`src/rtl/sc_frequency_pkg.sv`:
```
// Shared constants and state type for the tone generator / frequency meter pair.
// Gate counter width and the default 50 MHz / A4 operating point live here.
package sc_frequency_pkg;

  localparam int unsigned CLOCK_50_HZ = 50_000_000;
  localparam int unsigned TONE_A4_HZ  = 440;
  localparam int unsigned GATE_W      = 32;

  typedef enum logic {
    ST_IDLE = 1'b0,
    ST_GATE = 1'b1
  } fm_state_e;

endpackage

```
`src/rtl/sc_edge_sync.sv`:
```
// Three-flop synchronizer with a rising-edge pulse taken from the last two stages.
// Reset value is configurable so a resting-high input never produces a false edge.
module sc_edge_sync #(
  parameter logic RESET_VAL = 1'b1
) (
  input  logic clk_i,
  input  logic rst_i,
  input  logic async_i,
  output logic edge_o
);

  logic [2:0] sync_q;

  always_ff @(posedge clk_i) begin
    if (rst_i) begin
      sync_q <= {3{RESET_VAL}};
    end else begin
      sync_q <= {sync_q[1:0], async_i};
    end
  end

  assign edge_o = sync_q[1] & ~sync_q[2];

endmodule

```
`src/rtl/sc_frequencymeter.sv`:
```
// Gated-window frequency meter: counts input rising edges over GATE_CYCLES clocks.
// Optional window-match flag is built when SC_FREQUENCYMETER_MATCH_EN is defined.
module sc_frequencymeter
  import sc_frequency_pkg::*;
#(
  parameter int unsigned COUNT_WIDTH = 28,
  parameter int unsigned GATE_CYCLES = CLOCK_50_HZ,
  parameter int unsigned FREQUENCY   = TONE_A4_HZ,
  parameter int unsigned TOLERANCE   = 2
) (
  input  logic                   SC_FREQUENCYMETER_CLOCK_50,
  input  logic                   SC_FREQUENCYMETER_RESET_InHigh,
  input  logic                   SC_FREQUENCYMETER_enable_InHigh,
  input  logic                   SC_FREQUENCYMETER_signal_In,
  output logic [COUNT_WIDTH-1:0] SC_FREQUENCYMETER_data_OutBUS,
  output logic                   SC_FREQUENCYMETER_valid_OutHigh,
  output logic                   SC_FREQUENCYMETER_overflow_OutHigh
`ifdef SC_FREQUENCYMETER_MATCH_EN
  ,
  output logic                   SC_FREQUENCYMETER_match_OutHigh
`endif
);

  localparam logic [GATE_W-1:0] GATE_LAST =
    GATE_W'(GATE_CYCLES - 1);

  if (GATE_CYCLES < 4) begin : g_gate_chk
    $error("GATE_CYCLES must be at least 4");
  end

  if (FREQUENCY + TOLERANCE >= 2 ** (COUNT_WIDTH + 1)) begin : g_band_chk
    $error("match band exceeds comparator range");
  end

  logic clk;
  logic rst;
  logic en;
  logic edge_w;

  assign clk = SC_FREQUENCYMETER_CLOCK_50;
  assign rst = SC_FREQUENCYMETER_RESET_InHigh;
  assign en  = SC_FREQUENCYMETER_enable_InHigh;

  sc_edge_sync #(
    .RESET_VAL(1'b1)
  ) u_sync (
    .clk_i  (clk),
    .rst_i  (rst),
    .async_i(SC_FREQUENCYMETER_signal_In),
    .edge_o (edge_w)
  );

  fm_state_e              state_q, state_d;
  logic [GATE_W-1:0]      gate_q, gate_d;
  logic [COUNT_WIDTH-1:0] cnt_q, cnt_d;
  logic                   wovf_q, wovf_d;
  logic [COUNT_WIDTH-1:0] data_q, data_d;
  logic                   valid_q, valid_d;
  logic                   ovf_q, ovf_d;
  logic                   match_q, match_d;

  logic                   last_w;
  logic                   sat_w;
  logic [COUNT_WIDTH-1:0] res_w;

  assign last_w = (gate_q == GATE_LAST);
  assign sat_w  = edge_w & (&cnt_q);
  assign res_w  = (edge_w && !sat_w) ?
                  cnt_q + COUNT_WIDTH'(1) : cnt_q;

`ifdef SC_FREQUENCYMETER_MATCH_EN
  localparam int unsigned LO_I =
    (FREQUENCY > TOLERANCE) ? FREQUENCY - TOLERANCE : 0;
  localparam int unsigned HI_I = FREQUENCY + TOLERANCE;
  localparam logic [COUNT_WIDTH:0] MATCH_LO =
    (COUNT_WIDTH + 1)'(LO_I);
  localparam logic [COUNT_WIDTH:0] MATCH_HI =
    (COUNT_WIDTH + 1)'(HI_I);

  logic in_band_w;
  assign in_band_w = ({1'b0, res_w} >= MATCH_LO) &&
                     ({1'b0, res_w} <= MATCH_HI);
`endif

  always_comb begin
    state_d = state_q;
    gate_d  = gate_q;
    cnt_d   = cnt_q;
    wovf_d  = wovf_q;
    data_d  = data_q;
    valid_d = 1'b0;
    ovf_d   = ovf_q;
    match_d = match_q;
    unique case (state_q)
      ST_IDLE: begin
        gate_d = '0;
        cnt_d  = '0;
        wovf_d = 1'b0;
        if (en) begin
          state_d = ST_GATE;
        end
      end
      ST_GATE: begin
        if (last_w) begin
          // window closes regardless of enable on its final cycle
          data_d  = res_w;
          ovf_d   = wovf_q | sat_w;
          valid_d = 1'b1;
`ifdef SC_FREQUENCYMETER_MATCH_EN
          match_d = in_band_w & ~(wovf_q | sat_w);
`endif
          gate_d  = '0;
          cnt_d   = '0;
          wovf_d  = 1'b0;
          state_d = en ? ST_GATE : ST_IDLE;
        end else if (!en) begin
          gate_d  = '0;
          cnt_d   = '0;
          wovf_d  = 1'b0;
          state_d = ST_IDLE;
        end else begin
          gate_d = gate_q + GATE_W'(1);
          cnt_d  = res_w;
          wovf_d = wovf_q | sat_w;
        end
      end
      default: begin
        state_d = ST_IDLE;
      end
    endcase
  end

  always_ff @(posedge clk) begin
    if (rst) begin
      state_q <= ST_IDLE;
      gate_q  <= '0;
      cnt_q   <= '0;
      wovf_q  <= 1'b0;
      data_q  <= '0;
      valid_q <= 1'b0;
      ovf_q   <= 1'b0;
      match_q <= 1'b0;
    end else begin
      state_q <= state_d;
      gate_q  <= gate_d;
      cnt_q   <= cnt_d;
      wovf_q  <= wovf_d;
      data_q  <= data_d;
      valid_q <= valid_d;
      ovf_q   <= ovf_d;
      match_q <= match_d;
    end
  end

  assign SC_FREQUENCYMETER_data_OutBUS      = data_q;
  assign SC_FREQUENCYMETER_valid_OutHigh    = valid_q;
  assign SC_FREQUENCYMETER_overflow_OutHigh = ovf_q;

`ifdef SC_FREQUENCYMETER_MATCH_EN
  assign SC_FREQUENCYMETER_match_OutHigh = match_q;
`else
  logic unused_match;
  assign unused_match = match_q ^ match_d;
`endif

endmodule

```
`config.mk`:
```
export PLATFORM = sky130hd
export DESIGN_NAME = sc_frequencymeter
export DESIGN_NICKNAME = d
export VERILOG_FILES = /design/src/rtl/sc_frequency_pkg.sv /design/src/rtl/sc_edge_sync.sv /design/src/rtl/sc_frequencymeter.sv
export SDC_FILE = /design/constraint.sdc
export NUM_CORES = 1
export LEC_CHECK = 0
export CORE_UTILIZATION = 50
export CTS_BUF_LIST = sky130_fd_sc_hd__clkbuf_4 sky130_fd_sc_hd__clkbuf_8 sky130_fd_sc_hd__clkbuf_16
export DETAILED_ROUTE_END_ITERATION = 8
export DONT_BUFFER_PORTS = 1
export RECOVER_POWER = 100
export SKIP_LAST_GASP = 1
export SLEW_MARGIN = 5
export SYNTH_ARGS = -nofsm -noshare
export SYNTH_HDL_FRONTEND = slang
export SYNTH_HIERARCHICAL = 1
export SYNTH_SLANG_ARGS = --single-unit
```
`constraint.sdc`:
```
create_clock -name SC_FREQUENCYMETER_CLOCK_50 -period 2.8 [get_ports SC_FREQUENCYMETER_CLOCK_50]
set_clock_uncertainty 0.2 [all_clocks]
set_input_delay 0.28 -clock SC_FREQUENCYMETER_CLOCK_50 [delete_from_list [all_inputs] [get_ports SC_FREQUENCYMETER_CLOCK_50]]
set_output_delay 0.28 -clock SC_FREQUENCYMETER_CLOCK_50 [all_outputs]
set_load 0.005 [all_outputs]
```
==> flow_results.xml <==
<?xml version="1.0" encoding="UTF-8"?>
<metrics>
  <group name="status">
    <metric name="status" unit="">completed</metric>
  </group>
  <group name="routing">
    <metric name="drtIter0Drc" unit="">202</metric>
    <metric name="drt-vias-per-instance" unit="">5.77</metric>
    <metric name="wire_length_reported_by_the_detailed_router" unit="mm">9.07</metric>
    <metric name="final_antenna_net_count" unit="">0</metric>
    <metric name="route.vias.total" unit="">3277</metric>
    <metric name="route.detailed.wl_per_inst" unit="um">16.0</metric>
    <metric name="drcViolationCount" unit="">0</metric>
    <metric name="first_pass_iters" unit="">5</metric>
  </group>
  <group name="pwr">
    <metric name="switching_power" unit="uW">515</metric>
    <metric name="power.share.switching" unit="%">23.1</metric>
    <metric name="clock_power_share" unit="%">38.0</metric>
    <metric name="sequentialPowerShare" unit="%">60.8</metric>
    <metric name="leakagePower" unit="nW">1.35</metric>
    <metric name="total_power" unit="mW">2.23</metric>
    <metric name="internal_power" unit="mW">1.71</metric>
    <metric name="powerDensity" unit="nW/um^2">500</metric>
    <metric name="vdd_ir_drop_max" unit="uV">292</metric>
    <metric name="share_of_total_power_in_combinational_logic" unit="%">1.2</metric>
  </group>
  <group name="synth">
    <metric name="synth_warnings" unit="">6</metric>
    <metric name="yosysSeqAreaShare" unit="%">45.5</metric>
    <metric name="avgSynthCellArea" unit="sq um">9.08</metric>
    <metric name="async_reset_ff_share" unit="%">0</metric>
    <metric name="synth_seq_cells" unit="">95</metric>
    <metric name="number_of_synthesized_flops_with_an_enable_pin" unit="">0</metric>
    <metric name="synth_area" unit="sq um">4180</metric>
    <metric name="synth_top_area_share" unit="%">45.5</metric>
    <metric name="synthesis.nets" unit="">466</metric>
    <metric name="synth.area.top_cells" unit="">dfxtp_1, nor2_1, xnor2_1</metric>
    <metric name="dominantRegCellSynth" unit="">dfxtp_1</metric>
    <metric name="syn_inst" unit="">460</metric>
    <metric name="synth_top_area_cell" unit="">dfxtp_1</metric>
    <metric name="synthDistinctLibCells" unit="">49</metric>
  </group>
  <group name="timing">
    <metric name="report.final.hold_viol_count" unit="">0</metric>
    <metric name="layout_worst_path_cycle_share" unit="%">90.4</metric>
    <metric name="setup_repair_after_global_routing_missed_its_margin" unit="">no</metric>
    <metric name="final.min_clock_period" unit="ns">2.53</metric>
    <metric name="highest_clock_rate" unit="GHz">0.395</metric>
    <metric name="setup-tns-final" unit="ns">0</metric>
    <metric name="setup_violations" unit="">0</metric>
    <metric name="slew_headroom" unit="%">21.5</metric>
    <metric name="slew_of_the_pin_with_the_lowest_slew_margin" unit="ns">1.17</metric>
    <metric name="final-max-slew-violation-count" unit="">0</metric>
  </group>
  <group name="floorplan">
    <metric name="core_area" unit="sq um">7890</metric>
    <metric name="io_pins" unit="">34</metric>
    <metric name="std_cell_rows" unit="">32</metric>
    <metric name="effective_utilization_at_floorplan" unit="%">53.0</metric>
    <metric name="design.die.area" unit="sq um">8720</metric>
    <metric name="fp.dieH" unit="um">93.4</metric>
    <metric name="die_w" unit="um">93.4</metric>
  </group>
  <group name="worst_hold_path">
    <metric name="min_delay_worst_type" unit="">in -&gt; reg</metric>
  </group>
  <group name="worst_setup_path">
    <metric name="critical_path_startpoint_category" unit="">register</metric>
    <metric name="worstPathArrival" unit="ns">2.54</metric>
    <metric name="critical_path_peak_fanout" unit="">7</metric>
    <metric name="cp_slowest_stage_delay" unit="ns">0.65</metric>
    <metric name="timing.critical_path.cells" unit="">nor2b_1 -&gt; nand4_1 -&gt; or4_4 -&gt; nor4b_2 -&gt; xnor2_1 -&gt; a211oi_2</metric>
    <metric name="cp-end-kind" unit="">register</metric>
    <metric name="timing.critical_path.required" unit="ns">2.81</metric>
    <metric name="worst-setup-path-type" unit="">reg -&gt; reg</metric>
    <metric name="cp_slowest_cell" unit="">or4_4</metric>
  </group>
  <group name="final_layout">
    <metric name="antennaDiodeCount" unit="">0</metric>
    <metric name="number_of_fill_cells" unit="">741</metric>
    <metric name="leading_cell_types_in_the_layout_fill_and_taps_excluded" unit="">dfxtp_1, nor2_1, nand2_1, xnor2_1, xor2_1</metric>
    <metric name="multi_input_area" unit="sq um">2110</metric>
    <metric name="area.sequential" unit="sq um">1900</metric>
    <metric name="synthToLayoutAreaGrowth" unit="%">6.68</metric>
    <metric name="final_nets" unit="">467</metric>
    <metric name="layout_commonest_cell" unit="">dfxtp_1</metric>
    <metric name="post_route_cells_drive_above_1_share" unit="%">9.66</metric>
  </group>
  <group name="flow_run">
    <metric name="cap_violations" unit="">0</metric>
  </group>
  <group name="place">
    <metric name="dp_hpwl" unit="mm">6.12</metric>
    <metric name="port_buffers" unit="">0</metric>
    <metric name="gp_congestion" unit="">0.820</metric>
  </group>
  <group name="global_routing">
    <metric name="number_of_global_route_vias_before_repair" unit="">3057</metric>
    <metric name="overflow" unit="">0</metric>
    <metric name="global_route_wire_length_before_repair" unit="mm">15.3</metric>
    <metric name="antenna_found_initial" unit="">0</metric>
    <metric name="grtUsageTotal" unit="%">22.5</metric>
    <metric name="grt_max_degree" unit="">45</metric>
  </group>
  <group name="cts">
    <metric name="htree_num_levels" unit="">3</metric>
    <metric name="cts_inserted_buffers" unit="">9</metric>
    <metric name="tritoncts_num_sinks" unit="">95</metric>
    <metric name="clkTransAtPathRegs" unit="ns">0.10</metric>
    <metric name="resized_cells_post_cts" unit="">0</metric>
    <metric name="clk_latency" unit="ns">0.36</metric>
    <metric name="clock_tree.root_cell" unit="">clkbuf_8</metric>
    <metric name="cts_tree" unit="">built</metric>
    <metric name="post_cts_buffers" unit="">0</metric>
    <metric name="cts_max_path_buffers" unit="">2</metric>
  </group>
</metrics>
[sequential cells by signal, indices dropped and copies added (netlist names)]
signal / cells
SC_FREQUENCYMETER_data_OutBUS: 28
cnt_q: 28
state_q: 1
wovf_q: 1
SC_FREQUENCYMETER_overflow_OutHigh: 1
u_sync/sync_q: 3
gate_q: 32
SC_FREQUENCYMETER_valid_OutHigh: 1
[final timing paths]
check	slack, ns	from	to	cells after the start
worst min-delay path	0.07	SC_FREQUENCYMETER_RESET_InHigh	SC_FREQUENCYMETER_data_OutBUS[21]	3
worst min register to register	0.23	u_sync/sync_q[1]	u_sync/sync_q[2]	1
worst max register to register	0.27	u_sync/sync_q[1]	SC_FREQUENCYMETER_data_OutBUS[22]	6
worst max-delay path	0.27	u_sync/sync_q[1]	SC_FREQUENCYMETER_data_OutBUS[22]	6
[what timing repair did]
item,in CTS,in global routing
endpoints found under the setup margin,0,0
hold buffers,3,0
endpoints found under the hold margin,28,0
[per-layer routing]
layer	global-route usage (%)	up-vias	part of all wire (%)
met5	0	-	0
met4	5.77	0	0.53
met1	33.5	1545	51
met2	32.5	67	44
li1	-	1660	-
met3	5.04	5	5.0
[metrics by stage]
stage	hold WS (ns)	setup slack (ns)	std cells	cell area, sq um	utilization (%)
floorplan	0.177	0.590	460	4180	-
global placement	0.149	0.405	549	4270	54.2
detailed placement	0.155	0.360	549	4270	54.2
CTS	0.0555	0.316	568	4480	56.8
global route	0.0702	0.0911	568	4460	56.5
finish	0.0680	0.269	568	4460	56.5
[cells in the mapped netlist, types with 2 or more instances]
master / n
nor2b_1: 3
o21ai_1: 5
a211oi_1: 22
nor2_1: 79
xor2_1: 23
and3_1: 9
and3_4: 2
or2_1: 4
nand2_1: 27
nor3_2: 3
xnor2_1: 24
a31oi_1: 10
buf_4: 2
inv_1: 6
o31ai_1: 7
a311oi_1: 2
buf_6: 3
mux2i_1: 2
nand3_1: 16
clkbuf_1: 5
nor4_1: 11
ha_1: 2
o21ai_0: 2
buf_2: 11
dfxtp_1: 95
o41ai_1: 2
nor3_1: 6
nand4_2: 4
nor4_2: 2
and3_2: 2
a21oi_1: 15
and2_1: 3
or3_1: 4
or4_1: 6
nand4_1: 21
and4_1: 6
nand4b_1: 2
[layout make-up]
type | count | area share (%)
multi-input combinational | 338 | 47.4
sequential | 95 | 42.7
clock buffer | 10 | 3.09
tap | 102 | 2.86
timing repair buffer | 11 | 2.47
clock inverter | 6 | 0.983
inverter | 6 | 0.505
[cell families (layout without fill, tap and decap cells)]
group / after synthesis / in the layout / share of synthesized area, %
fa+ha+maj: 2 / 2 / 0.599
xor+xnor: 47 / 47 / 9.86
mux: 2 / 2 / 0.479
flops: 95 / 95 / 45.5
simple gates: 218 / 218 / 28.9
compound gates: 69 / 69 / 11.1
buf+inv: 27 / 33 / 3.47
[critical path: cells and delay by family (launching register included)]
family / cells / cell delay (ns)
xor+xnor: 1 / 0.19
compound gates: 1 / 0.10
simple gates: 4 / 1.57
flops: 1 / 0.32
[power groups by stage]
stage,clock network (mW),registers (mW),logic (mW)
floorplan,0,1.39,0.0183
global placement,0,1.39,0.0180
detailed placement,0,1.39,0.0183
CTS,0.871,1.35,0.0285
global route,0.922,1.36,0.0304
finish,0.846,1.35,0.0274
No activity file was read; power rests on OpenSTA's default activity.
